**config.mk**
```make
export PLATFORM = sky130hd
export DESIGN_NAME = traffic_phase_timer
export DESIGN_NICKNAME = d
export VERILOG_FILES = /design/src/rtl/traffic_phase_timer.sv
export SDC_FILE = /design/constraint.sdc
export NUM_CORES = 1
export LEC_CHECK = 0
export CAP_MARGIN = 0
export CORE_ASPECT_RATIO = 1.1
export CORE_MARGIN = 2
export CORE_UTILIZATION = 43
export DETAILED_ROUTE_END_ITERATION = 10
export PLACE_DENSITY = 0.89
export SKIP_LAST_GASP = 1
export SLEW_MARGIN = 15
export SYNTH_ARGS = -nofsm -noshare
export SYNTH_HDL_FRONTEND = slang
export SYNTH_SLANG_ARGS = --single-unit
```
**constraint.sdc**
```tcl
create_clock -name clk -period 2.9 [get_ports clk]
set_input_delay 0.58 -clock clk [delete_from_list [all_inputs] [get_ports clk]]
set_output_delay 0.58 -clock clk [all_outputs]
set_load 0.02 [all_outputs]
```
**src/rtl/traffic_phase_timer.sv**
```systemverilog
// traffic_phase_timer: per-phase programmable countdown sequencer driven by a 1 Hz tick; optional skip input under PHASE_SKIP_EN
module traffic_phase_timer #(
  parameter int W   = 6,
  parameter int NPH = 4,
  parameter int PW  = 2
) (
  input  logic             clk,
  input  logic             rst_n,
  input  logic             en,
  input  logic             tick,
  input  logic             restart,
  input  logic             hold,
`ifdef PHASE_SKIP_EN
  input  logic             skip,
`endif
  input  logic [NPH*W-1:0] dur_tbl,
  output logic [PW-1:0]    phase,
  output logic [W-1:0]     sec_count,
  output logic             timeout,
  output logic             cycle_done,
  output logic             running
);
  localparam logic [1:0] IDLE = 2'd0;
  localparam logic [1:0] RUN  = 2'd1;
  localparam logic [1:0] HOLD = 2'd2;
  logic [1:0]    state_q, state_d;
  logic [PW-1:0] phase_q, phase_d, next_ph;
  logic [W-1:0]  sec_q, sec_d;
  logic          timeout_q, timeout_d;
  logic          cycle_done_q, cycle_done_d;
  logic          running_q, running_d;
  logic          last_ph, end_ph, skip_req;
`ifdef PHASE_SKIP_EN
  assign skip_req = skip;
`else
  assign skip_req = 1'b0;
`endif
  assign last_ph = phase_q == PW'(NPH - 1);
  assign next_ph = last_ph ? '0 : phase_q + 1'b1;
  // Priority: en low > (start from IDLE | restart) > skip > hold > tick; a phase end reloads from the table
  always_comb begin
    state_d      = state_q;
    phase_d      = phase_q;
    sec_d        = sec_q;
    timeout_d    = 1'b0;
    cycle_done_d = 1'b0;
    end_ph       = 1'b0;
    if (!en) begin
      state_d = IDLE;
      phase_d = '0;
      sec_d   = '0;
    end else if (state_q == IDLE || restart) begin
      state_d = RUN;
      phase_d = '0;
      sec_d   = dur_tbl[W-1:0];
    end else if (skip_req) begin
      end_ph = 1'b1;
    end else if (state_q == RUN && hold) begin
      state_d = HOLD;
    end else if (state_q == HOLD) begin
      state_d = hold ? HOLD : RUN;
    end else if (tick) begin
      if (sec_q != '0) sec_d = sec_q - 1'b1;
      else end_ph = 1'b1;
    end
    if (end_ph) begin
      phase_d      = next_ph;
      sec_d        = dur_tbl[next_ph*W +: W];
      timeout_d    = 1'b1;
      cycle_done_d = last_ph;
    end
    running_d = state_d != IDLE;
  end
  // State and registered outputs; reset discards all progress
  always_ff @(posedge clk or negedge rst_n) begin
    if (!rst_n) begin
      state_q      <= IDLE;
      phase_q      <= '0;
      sec_q        <= '0;
      timeout_q    <= 1'b0;
      cycle_done_q <= 1'b0;
      running_q    <= 1'b0;
    end else begin
      state_q      <= state_d;
      phase_q      <= phase_d;
      sec_q        <= sec_d;
      timeout_q    <= timeout_d;
      cycle_done_q <= cycle_done_d;
      running_q    <= running_d;
    end
  end
  assign phase      = phase_q;
  assign sec_count  = sec_q;
  assign timeout    = timeout_q;
  assign cycle_done = cycle_done_q;
  assign running    = running_q;
endmodule

```
# Yosys cells after proc, flatten, opt, wreduce, memory -nomap -nowiden
# Index checks and enable logic that the tools add are counted.
[word_totals] ff_bits=13 out_inout_bits=11 wordCells=48
[classes] n_eq_ne=8 n_shift=1 n_reduce_logical=6 mul=1 n_mux=24 n_addsub=2
[ops] operator="6-bit 2-to-1 mux" count=7
[ops] operator="24-bit by 6-bit indexed part select with 6-bit output" count=1
[ops] operator="2-bit 2-to-1 mux" count=9
[ops] operator="1-bit 2-to-1 mux" count=8
[ops] operator="4-bit by 1-bit != test with 1-bit output, second input constant" count=2
[ops] operator="4-bit != test, second input constant" count=2
[ops] operator="6-bit nonzero test" count=1
[ops] operator="6-bit by 1-bit subtractor with 6-bit output, second input constant" count=1
[ops] operator="2-bit equality test, second input constant" count=2
[ops] operator="2-bit by 2-bit multiplier with 4-bit output, second input constant" count=1
[ops] operator="4-bit AND reduction" count=1
[ops] operator="3-bit by 1-bit != test with 1-bit output, second input constant" count=1
[ops] operator="2-bit by 1-bit adder with 2-bit output, second input constant" count=1
[ops] operator="2-bit by 1-bit equality test with 1-bit output, second input constant" count=1
[ops] operator="2-bit zero test" count=1
[ops] operator="2-bit nonzero test" count=1
[ops] operator="1-bit logical AND" count=1
[ops] operator="1-bit logical OR" count=1

# Longest topological paths before layout
# Gate-level depths: netlist of run 1.
[logic_depth] word_depth=9 ltp_mapped=6 mapped_depth_nobuf=6

# Worst setup path before layout of run 1
# Ideal clock, no wire load.
[synth_path] kind="reg2reg" start="register phase_q[0], in the netlist phase[0]" end="register sec_q[1], in the netlist sec_count[1]" stages_incl_launch_ff=6 period_less_slack_ps=2253 slack_ps=647 t_arrival_ps=2127 cell_sequence="dfrtp_1 > ha_1 > nor2_2 > mux4_4 > and3_1 > a221o_1"
[synth_via] elab_chain_len=5 word_cells_on_any_way=6
[synth_rtl] item="start: declaration" line="27" source="logic [PW-1:0] phase_q, phase_d, next_ph;"
[synth_rtl] item="start signal: assignment" line="85" source="phase_q <= phase_d;"
[synth_rtl] item="2-bit by 1-bit adder with 2-bit output or 2-bit equality test (tied branches)" line="39, 38"
[synth_rtl] item="2-bit 2-to-1 mux *" line="39" source="assign next_ph = last_ph ? '0 : phase_q + 1'b1;"
[synth_rtl] item="2-bit by 2-bit multiplier with 4-bit output *" line="68" source="sec_d = dur_tbl[next_ph*W +: W];"
[synth_rtl] item="24-bit by 6-bit indexed part select with 6-bit output *" line="68"
[synth_rtl] item="6-bit 2-to-1 mux *" line="66" source="if (end_ph) begin"
[synth_rtl] item="end signal: assignment" line="79" source="sec_q <= '0;"
[synth_rtl] item="end signal: assignment" line="86" source="sec_q <= sec_d;"
[synth_rtl] item="end: declaration" line="28" source="logic [W-1:0] sec_q, sec_d;"
# Every way passes the cells marked *; elsewhere a longest branch is shown, timed or not.
# A chain may end at the register's enable or synchronous reset.

# Worst setup path after layout of run 1
[layout_path] start="register phase_q[0], in the netlist phase[0]" end="register sec_q[4], in the netlist sec_count[4]"
# The elaborated chain is that of the path after synthesis.

==> flow_metrics.tcl, run 1 <==
set metrics [dict create \
    status "finished clean" \
    cts_buffers 3 \
    seq_area_frac_synth 0.312 \
    initial_core_util 0.458 \
    antenna_cells 0 \
    clk_pin_slew_ns 0.08 \
    relSlewSlack 0.496 \
    synth_cell_type_count 44 \
    chipWidth_um 50.9 \
    synth.top_cell.area_share 0.312 \
    drt-total-wl_um 2550 \
    yosys_most_used_dff "dfrtp_1" \
    cp.required_ns 3.08 \
    cts_hold_buf 0 \
    synth_edf_count 0 \
    fin_setup_tns_ns 0 \
    syn_area_um2 1040 \
    path_max_fanout 4 \
    p_sw_mw 0.160 \
    syn_nets 121 \
    die_y_um 55.6 \
    first_pass_iters 4 \
    worstHoldPathType "flip-flop to flip-flop" \
    synthToLayoutAreaGrowth_pct 40.8 \
    num_rows 18 \
    place_ws_ns 0.413 \
    hold_slack_ns 0.583 \
    comb_power_share 0.360 \
    switching_share 0.313 \
    period_minus_slack_ns 2.20 \
    met2_usage 0.328 \
    nets 162 \
    hold_viol 0 \
    start_kind "flip-flop" \
    routedWlPerCell_um 16.1 \
    clockBufferDepth 2 \
    final_common_cell "clkdlybuf4s50_1" \
    via_per_inst 5.72 \
    clockPowerShare 0.223 \
    final.period_utilization 0.760 \
    timing.final.max_slew_violations 0 \
    fmax_ghz 0.454 \
    crit_family "multiplexers" \
    critical_path_buf_inv_count 1 \
    skew_ns 0.0137 \
    drive_above_1_share 0.156 \
    grt_setup_unrepaired "false" \
    slowest_stage "mux4_1" \
    async_reset_ff_frac 1.00 \
    grt.busiest_layer "met2" \
    p_int_mw 0.350 \
    yosys.area.top_type "dfrtp_1" \
    synth_warnings 0 \
    first_global_vias 928 \
    cp_cell_sequence "ha_1, nor2_2, buf_4, mux4_1, and3_1, a221o_1" \
    crit_type "flip-flop to flip-flop" \
    clock_sinks 13 \
    p_seq_frac 0.417 \
    finalPower_mw 0.510 \
    postCtsSetupRepairBufs 0 \
    pin_count 41 \
    synthCells 88 \
    ant_nets 0 \
    setup_ws_ns 0.697 \
    antenna_found_initial 0 \
    grt_max_degree 14 \
    cpPeakStageDelay_ns 0.54 \
    synth_seq_cells 13 \
    power_density_nw_per_um2 347 \
    avgSynthCellArea_um2 11.8 \
    dieArea_um2 2830 \
    grt-ovfl-total 0 \
    grtUsageMet3 0.0457 \
    vias 903 \
    cellLeakagePower_nw 0.592 \
    cts_max_level 1 \
    cp-end-kind "flip-flop" \
    drt_first_iter_violations 18 \
    dp_hpwl_um 2080 \
    ctsResizeCount 0 \
    grt_pass1_wl_um 4160 \
    core_um2 2270 \
    max-vdd-ir-drop_uv 215 \
    mostFrequentLayoutCells "40 x clkdlybuf4s50_1, 13 x dfrtp_1, 5 x nand2_1, 5 x o21ai_0" \
    worstMarginPinSlew_ns 0.755 \
    setup_violations 0 \
    arrival_ns 2.38 \
    grt_use_total 0.197 \
    grtUsageMet1 0.231 \
    ctsRootBufferMaster "clkbuf_4" \
    synth_area_leaders "dfrtp_1 31%, mux4_1 7.6%, mux4_2 4.3%, a221o_1 3.8%, ha_1 3.6%" \
    drc 0 \
    cts_tree "done" \
    cap_violations 0 \
    portBuffers 40 \
    place.gp.congestion 0.806 \
    clock_latency_ns 0.29 \
]
## flip-flops by register name, indices dropped and copies added, names as in the netlist
signal,cells
phase,2
cycle_done,1
state_q,2
timeout,1
sec_count,6
running,1
## cell type report
| type | count | area (µm²) |
|---|---|---|
| Sequential cell | 13 | 325 |
| Inverter | 3 | 11.3 |
| Multi-Input combinational cell | 67 | 659 |
| Clock buffer | 4 | 26.3 |
| Fill cell | 180 | 807 |
| Tap cell | 30 | 37.5 |
| Timing Repair Buffer | 41 | 408 |
## power groups by stage
stage	clock network, mW	registers [mW]	logic, mW
final	0.114	0.213	0.183
after global routing	0.123	0.215	0.198
after CTS	0.116	0.213	0.185
after detailed placement	0	0.216	0.184
after global placement	0	0.215	0.178
after floorplan	0	0.221	0.0975
## worst register-to-register path, delay by kind of cell (launching register included)
family | cells | cell delay [ns]
mux | 1 | 0.55
simple gates | 2 | 0.44
flops | 1 | 0.43
fa+ha+maj | 1 | 0.25
compound gates | 1 | 0.25
buf+inv | 1 | 0.20
## per-stage QoR
step / util / cells / area, µm²
floorplan: - / 88 / 1040
global placement: 0.634 / 154 / 1440
detailed placement: 0.634 / 154 / 1440
CTS: 0.645 / 158 / 1470
global route: 0.645 / 158 / 1470
finish: 0.645 / 158 / 1470
## kinds of logic after synthesis
| family | Yosys count | synth area share |
|---|---|---|
| adder cells (fa/ha/maj) | 3 | 0.0360 |
| buffers and inverters | 8 | 0.0552 |
| XOR/XNOR | 4 | 0.0336 |
| AND/OR/NAND/NOR | 31 | 0.190 |
| multiplexers | 8 | 0.162 |
| flip-flops | 13 | 0.312 |
| AO/OA/AOI/OAI | 21 | 0.211 |
## Yosys cell counts (2+ instances only)
cell      instances
o31ai_1           2
clkbuf_1          2
a221o_1           4
nand2_1           5
o21ai_0           5
xnor2_1           4
mux4_2            2
mux4_1            3
nor2_2            2
nor2_1            3
dfrtp_1          13
clkbuf_8          2
and3_1            4
mux2i_1           2
ha_1              3
nor4_1            2
inv_1             3
## final timing paths
path / cells after the start / to / start / slack, ns
worst max-delay path: 6 / sec_count[4] / phase[0] / 0.70
worst min-delay path: 2 / phase[1] / phase[1] / 0.58
worst max register to register: 6 / sec_count[4] / phase[0] / 0.70
worst min register to register: 2 / phase[1] / phase[1] / 0.58
max in group asynchronous: 1 / state_q[1] / rst_n / 1.84
min in group asynchronous: 1 / sec_count[5] / rst_n / 0.66
## routing by layer
metal  part of all wire  vias to the layer above  wire (µm)
met2               0.51                       40       1290
met4              0.027                        0         69
li1                   -                      426          -
met1               0.41                      431       1030
met5                  0                        -          0
met3              0.058                        6        148
(Power assumes the default switching activity.)
==> inputs of run 2 (changes only) <==
--- a/config.mk
+++ b/config.mk
@@ -8,9 +8,9 @@
 export CAP_MARGIN = 0
 export CORE_ASPECT_RATIO = 1.1
 export CORE_MARGIN = 2
-export CORE_UTILIZATION = 43
+export CORE_UTILIZATION = 39
 export DETAILED_ROUTE_END_ITERATION = 10
-export PLACE_DENSITY = 0.89
+export PLACE_DENSITY = 0.86
 export SKIP_LAST_GASP = 1
 export SLEW_MARGIN = 15
 export SYNTH_ARGS = -nofsm -noshare
==> constraint.sdc (replaced) <==
create_clock -name clk -period 1.8 [get_ports clk]
set_input_delay 0.36 -clock clk [delete_from_list [all_inputs] [get_ports clk]]
set_output_delay 0.36 -clock clk [all_outputs]
set_load 0.02 [all_outputs]
==> run 2 against run 1 <==
- the flow now finishes with violations (negative setup slack)
- register-to-register slack worse by 0.87 ns
- clock power is 61% higher
- core utilization is 1.5 points higher
- sequential share of layout area decreased by 2.3 points
- sequential cell count is the same
- clock skew shrank 0.0062 ns
- power increased by 71%
- count of clock-buffer cells in the layout is the same
- via count is 13% higher
- final cell count up 15%
- die area rose by 9.5%
- critical path type unchanged
- highest routed layer unchanged
==> flow_metrics.tcl, run 2 (synthesis gave the netlist of run 1 again) <==
set metrics [dict create \
    skew_ns 0.00750 \
    clockPowerShare 0.211 \
    grt_setup_unrepaired "true" \
    fin_setup_tns_ns -0.642 \
    cp.required_ns 1.95 \
    cp-end-kind "flip-flop" \
    pin_count 41 \
    final.period_utilization 1.09 \
    die_y_um 58.2 \
    dieArea_um2 3100 \
    clockBufferDepth 2 \
    p_int_mw 0.600 \
    via_per_inst 5.60 \
    power_density_nw_per_um2 525 \
    relSlewSlack 0.533 \
    num_rows 19 \
    cts_hold_buf 0 \
    period_minus_slack_ns 1.97 \
    critical_path_buf_inv_count 0 \
    cellLeakagePower_nw 0.692 \
    start_kind "flip-flop" \
    hold_viol 0 \
    place_ws_ns -0.282 \
    setup_ws_ns -0.168 \
    placed_cell_area_um2 1610 \
    vias 1019 \
    crit_family "multiplexers" \
    cap_violations 0 \
    clk_pin_slew_ns 0.08 \
    violations "negative setup slack" \
    chipWidth_um 53.3 \
    worstMarginPinSlew_ns 0.699 \
    fmax_ghz 0.508 \
    drc 0 \
    path_max_fanout 4 \
    clock_latency_ns 0.28 \
    crit_type "flip-flop to flip-flop" \
    grtUsageMet3 0.0180 \
    worstHoldPathType "input port to async pin" \
    p_seq_frac 0.377 \
    clock_sinks 13 \
    first_pass_iters 6 \
    grtUsageMet1 0.252 \
    hold_slack_ns 0.451 \
    timing.final.max_slew_violations 0 \
    final_util 0.660 \
    mostFrequentLayoutCells "39 x clkdlybuf4s50_1, 22 x buf_4, 9 x dfrtp_1" \
    final_common_cell "clkdlybuf4s50_1" \
    p_sw_mw 0.273 \
    setup_violations 6 \
    grt-ovfl-total 0 \
    grt_pass1_wl_um 4800 \
    status "finished, violations left" \
    antenna_cells 0 \
    nets 185 \
    drive_above_1_share 0.358 \
    ctsRootBufferMaster "clkbuf_4" \
    finalPower_mw 0.873 \
    dp_hpwl_um 2340 \
    synthToLayoutAreaGrowth_pct 59.7 \
    grt_use_total 0.220 \
    drt-total-wl_um 2990 \
    cp_cell_sequence "ha_4, nor2_4, mux4_4, and3_4, a221o_1" \
    place.gp.congestion 0.856 \
    met2_usage 0.379 \
    antenna_found_initial 0 \
    max-vdd-ir-drop_uv 417 \
    comb_power_share 0.413 \
    cts_tree "done" \
    grt.busiest_layer "met2" \
    routedWlPerCell_um 16.4 \
    first_global_vias 1011 \
    final_area_um2 1660 \
    largest_register_ffs 6 \
    slowest_stage "mux4_4" \
    cts_max_level 1 \
    core_um2 2520 \
    ant_nets 0 \
    dp.cells 173 \
    initial_core_util 0.414 \
    switching_share 0.313 \
    cts_buffers 3 \
    cpPeakStageDelay_ns 0.64 \
    final_cells 182 \
    grt_max_degree 14 \
    arrival_ns 2.12 \
    drt_first_iter_violations 20 \
    portBuffers 40 \
]
run 2: layout make-up:
cell class | count | area (µm²)
Fill cell | 199 | 856
Multi-Input combinational cell | 67 | 671
Timing Repair Buffer | 64 | 587
Sequential cell | 13 | 330
Tap cell | 31 | 38.8
Clock buffer | 4 | 26.3
Inverter | 3 | 11.3
run 2: worst paths after layout:
path	start	end	slack (ns)	depth (start not counted)
setup / recovery	phase[0]	sec_count[1]	-0.17	5
hold / removal	rst_n	sec_count[4]	0.45	1
setup reg to reg	phase[0]	sec_count[1]	-0.17	5
hold reg to reg	state_q[1]	state_q[1]	0.65	2
max in group asynchronous	rst_n	phase[1]	0.93	1
min in group clk	state_q[1]	state_q[1]	0.65	2
run 2: power groups by stage:
stage	registers [mW]	logic, mW	clock network, mW
3_5_place_dp	0.334	0.348	0
2_1_floorplan	0.358	0.158	0
3_3_place_gp	0.330	0.341	0
4_1_cts	0.328	0.356	0.187
5_1_grt	0.331	0.384	0.198
6_report	0.329	0.360	0.184
run 2: layer usage:
metal | wire [µm] | vias to the layer above
li1 | - | 465
met1 | 1090 | 497
met2 | 1640 | 47
met3 | 133 | 10
met4 | 119 | 0
met5 | 0 | -
run 2: worst register-to-register path: stages, from the launching register on:
cell and delay [ns]:
dfrtp_2 0.44, ha_4 0.17, nor2_4 0.14, mux4_4 0.64, and3_4 0.17, a221o_1 0.27
run 2: repair_timing:
| item | 4_1_cts | 5_1_grt |
|---|---|---|
| setup endpoints to repair | 7 | 9 |
| gates resized for setup | 6 | 3 |
| buffers inserted | 3 | 3 |
| pin swaps | 6 | 3 |
==> inputs of run 3 (changes only) <==
--- a/config.mk
+++ b/config.mk
@@ -5,12 +5,12 @@
 export SDC_FILE = /design/constraint.sdc
 export NUM_CORES = 1
 export LEC_CHECK = 0
-export CAP_MARGIN = 0
-export CORE_ASPECT_RATIO = 1.1
+export CORE_ASPECT_RATIO = 1.5
 export CORE_MARGIN = 2
 export CORE_UTILIZATION = 39
 export DETAILED_ROUTE_END_ITERATION = 10
 export PLACE_DENSITY = 0.86
+export REMOVE_ABC_BUFFERS = 1
 export SKIP_LAST_GASP = 1
 export SLEW_MARGIN = 15
 export SYNTH_ARGS = -nofsm -noshare
==> run 3 against run 2 <==
- the flow still finishes with violations (negative setup slack)
- largest power group unchanged
- setup slack improved by 0.063 ns
- critical endpoint unchanged
- clock power increased by 46%
- count of clock-buffer cells in the layout unchanged
==> flow_metrics.tcl, run 3 (synthesis gave the netlist of run 1 again) <==
set metrics [dict create \
    core_um2 2620 \
    final.period_utilization 1.06 \
    chipWidth_um 46.2 \
    die_y_um 67.3 \
    cts_max_level 1 \
    dieArea_um2 3110 \
    first_global_vias 1011 \
    largest_register_ffs 6 \
    ant_nets 0 \
    drc 0 \
    hold_viol 0 \
    grt-ovfl-total 0 \
    cp-endpoint "sec_count[1]" \
    cp_cell_sequence "ha_2, nor2_4, mux4_4, and3_4, a221o_1" \
    r2r-start "phase[0]" \
    ctsRootBufferMaster "clkbuf_8" \
    mostFrequentLayoutCells "39 x clkdlybuf4s50_1, 25 x buf_4, 12 x dfrtp_1" \
    cpPeakStageDelay_ns 0.64 \
    cellLeakagePower_nw 0.719 \
    arrival_ns 2.04 \
    clock_latency_ns 0.25 \
    fmax_ghz 0.525 \
    worstMarginPinSlew_ns 0.641 \
    place_ws_ns -0.257 \
    first_pass_iters 4 \
    max-vdd-ir-drop_uv 395 \
    routedWlPerCell_um 15.1 \
    portBuffers 40 \
    cts_tree "done" \
    setup_ws_ns -0.105 \
    nets 187 \
    setup_violations 6 \
    pin_count 41 \
    placed_cell_area_um2 1620 \
    cp-end-kind "flip-flop" \
    antenna_found_initial 0 \
    ff2ff_path_depth 5 \
    power_density_nw_per_um2 567 \
    critPathLaunch "phase[0]" \
    drt-total-wl_um 2860 \
    path_max_fanout 3 \
    worst-r2r-setup-slack_ns -0.11 \
    drive_above_1_share 0.333 \
    drt_first_iter_violations 24 \
    initial_core_util 0.398 \
    grt_setup_unrepaired "true" \
    fin_setup_tns_ns -0.396 \
    final_area_um2 1690 \
    grt_max_degree 14 \
    skew_ns 0.00538 \
    via_per_inst 5.26 \
    cap_violations 0 \
    num_rows 23 \
    grt_pass1_wl_um 4630 \
    vias 999 \
    r2r_end "sec_count[1]" \
    clock_sinks 13 \
    status "finished, violations left" \
    cts_buffers 3 \
    grt_use_total 0.205 \
    clockBufferDepth 2 \
    start_kind "flip-flop" \
    antenna_cells 0 \
    relSlewSlack 0.571 \
    cp.required_ns 1.93 \
    slowest_stage "mux4_4" \
    worstHoldPathType "input port to flip-flop" \
    hold_start "hold" \
    synthToLayoutAreaGrowth_pct 62.3 \
    dp_hpwl_um 2330 \
    timing.final.max_slew_violations 0 \
    place.gp.congestion 0.825 \
    period_minus_slack_ns 1.91 \
    clk_pin_slew_ns 0.06 \
    final_common_cell "clkdlybuf4s50_1" \
    violations "negative setup slack" \
    crit_type "flip-flop to flip-flop" \
]
==> run 3: changes by cell type in the layout (fill, tap and decap cells not counted), moves of 3 or more <==
cell      previous run  this run
clkbuf_4             3         0
dfrtp_1              9        12
buf_4               22        25
dfrtp_2              4         1
clkbuf_8             0         3
==> run 3: worst max-delay path: cells and delay by family, from the launching register on <==
family | cells | cell delay [ns]
simple gates | 2 | 0.30
flops | 1 | 0.38
mux | 1 | 0.64
fa+ha+maj | 1 | 0.21
compound gates | 1 | 0.26
==> run 3: through the flow <==
stage | utilization | instances | hold WS (ns) | total power [mW]
final | 0.646 | 190 | 0.450 | 0.960
after detailed placement | 0.620 | 184 | 0.617 | 0.689
after floorplan | - | 83 | 0.0644 | 0.503
after global placement | 0.620 | 184 | 0.585 | 0.678
after CTS | 0.645 | 190 | 0.523 | 0.965
after global routing | 0.646 | 190 | 0.464 | 1.01
==> run 3: worst min path at each step <==
stage,end,cells after the start,slack (ns)
after floorplan,cycle_done,0,0.06
after global routing,state_q[1],3,0.46
after detailed placement,sec_count[5],3,0.62
after CTS,running,1,0.52
after global placement,sec_count[5],3,0.58
final,state_q[1],3,0.45
==> run 3: what timing repair did <==
action                     CTS  global route
hold buffers                 0             0
setup endpoints to repair    7             9
setup buffers                2             0
pin swaps                    8             2
resized for setup            7             2
hold endpoints to repair     0             0
==> run 3: layout make-up <==
cell class,instances,area (µm²)
fillers,202,927
multi-input cells,67,661
repair buffers,66,602
flip-flops and latches,13,327
well taps,37,46.3
clock buffers,4,45.0
inverters,3,11.3
==> run 3: per-layer routing <==
metal / track usage / wire length, µm / vias up / share of wire
li1: - / - / 471 / -
met1: 0.242 / 1100 / 485 / 0.38
met2: 0.368 / 1630 / 34 / 0.57
met3: 0.0160 / 69 / 9 / 0.024
met4: 0.0821 / 71 / 0 / 0.025
met5: 0 / 0 / - / 0
==> run 3: power by group <==
group	leakage (nW)	switching [mW]	internal, mW
clock	0.0228	0.112	0.157
sequential	0.169	0.0128	0.311
combinational	0.527	0.158	0.209
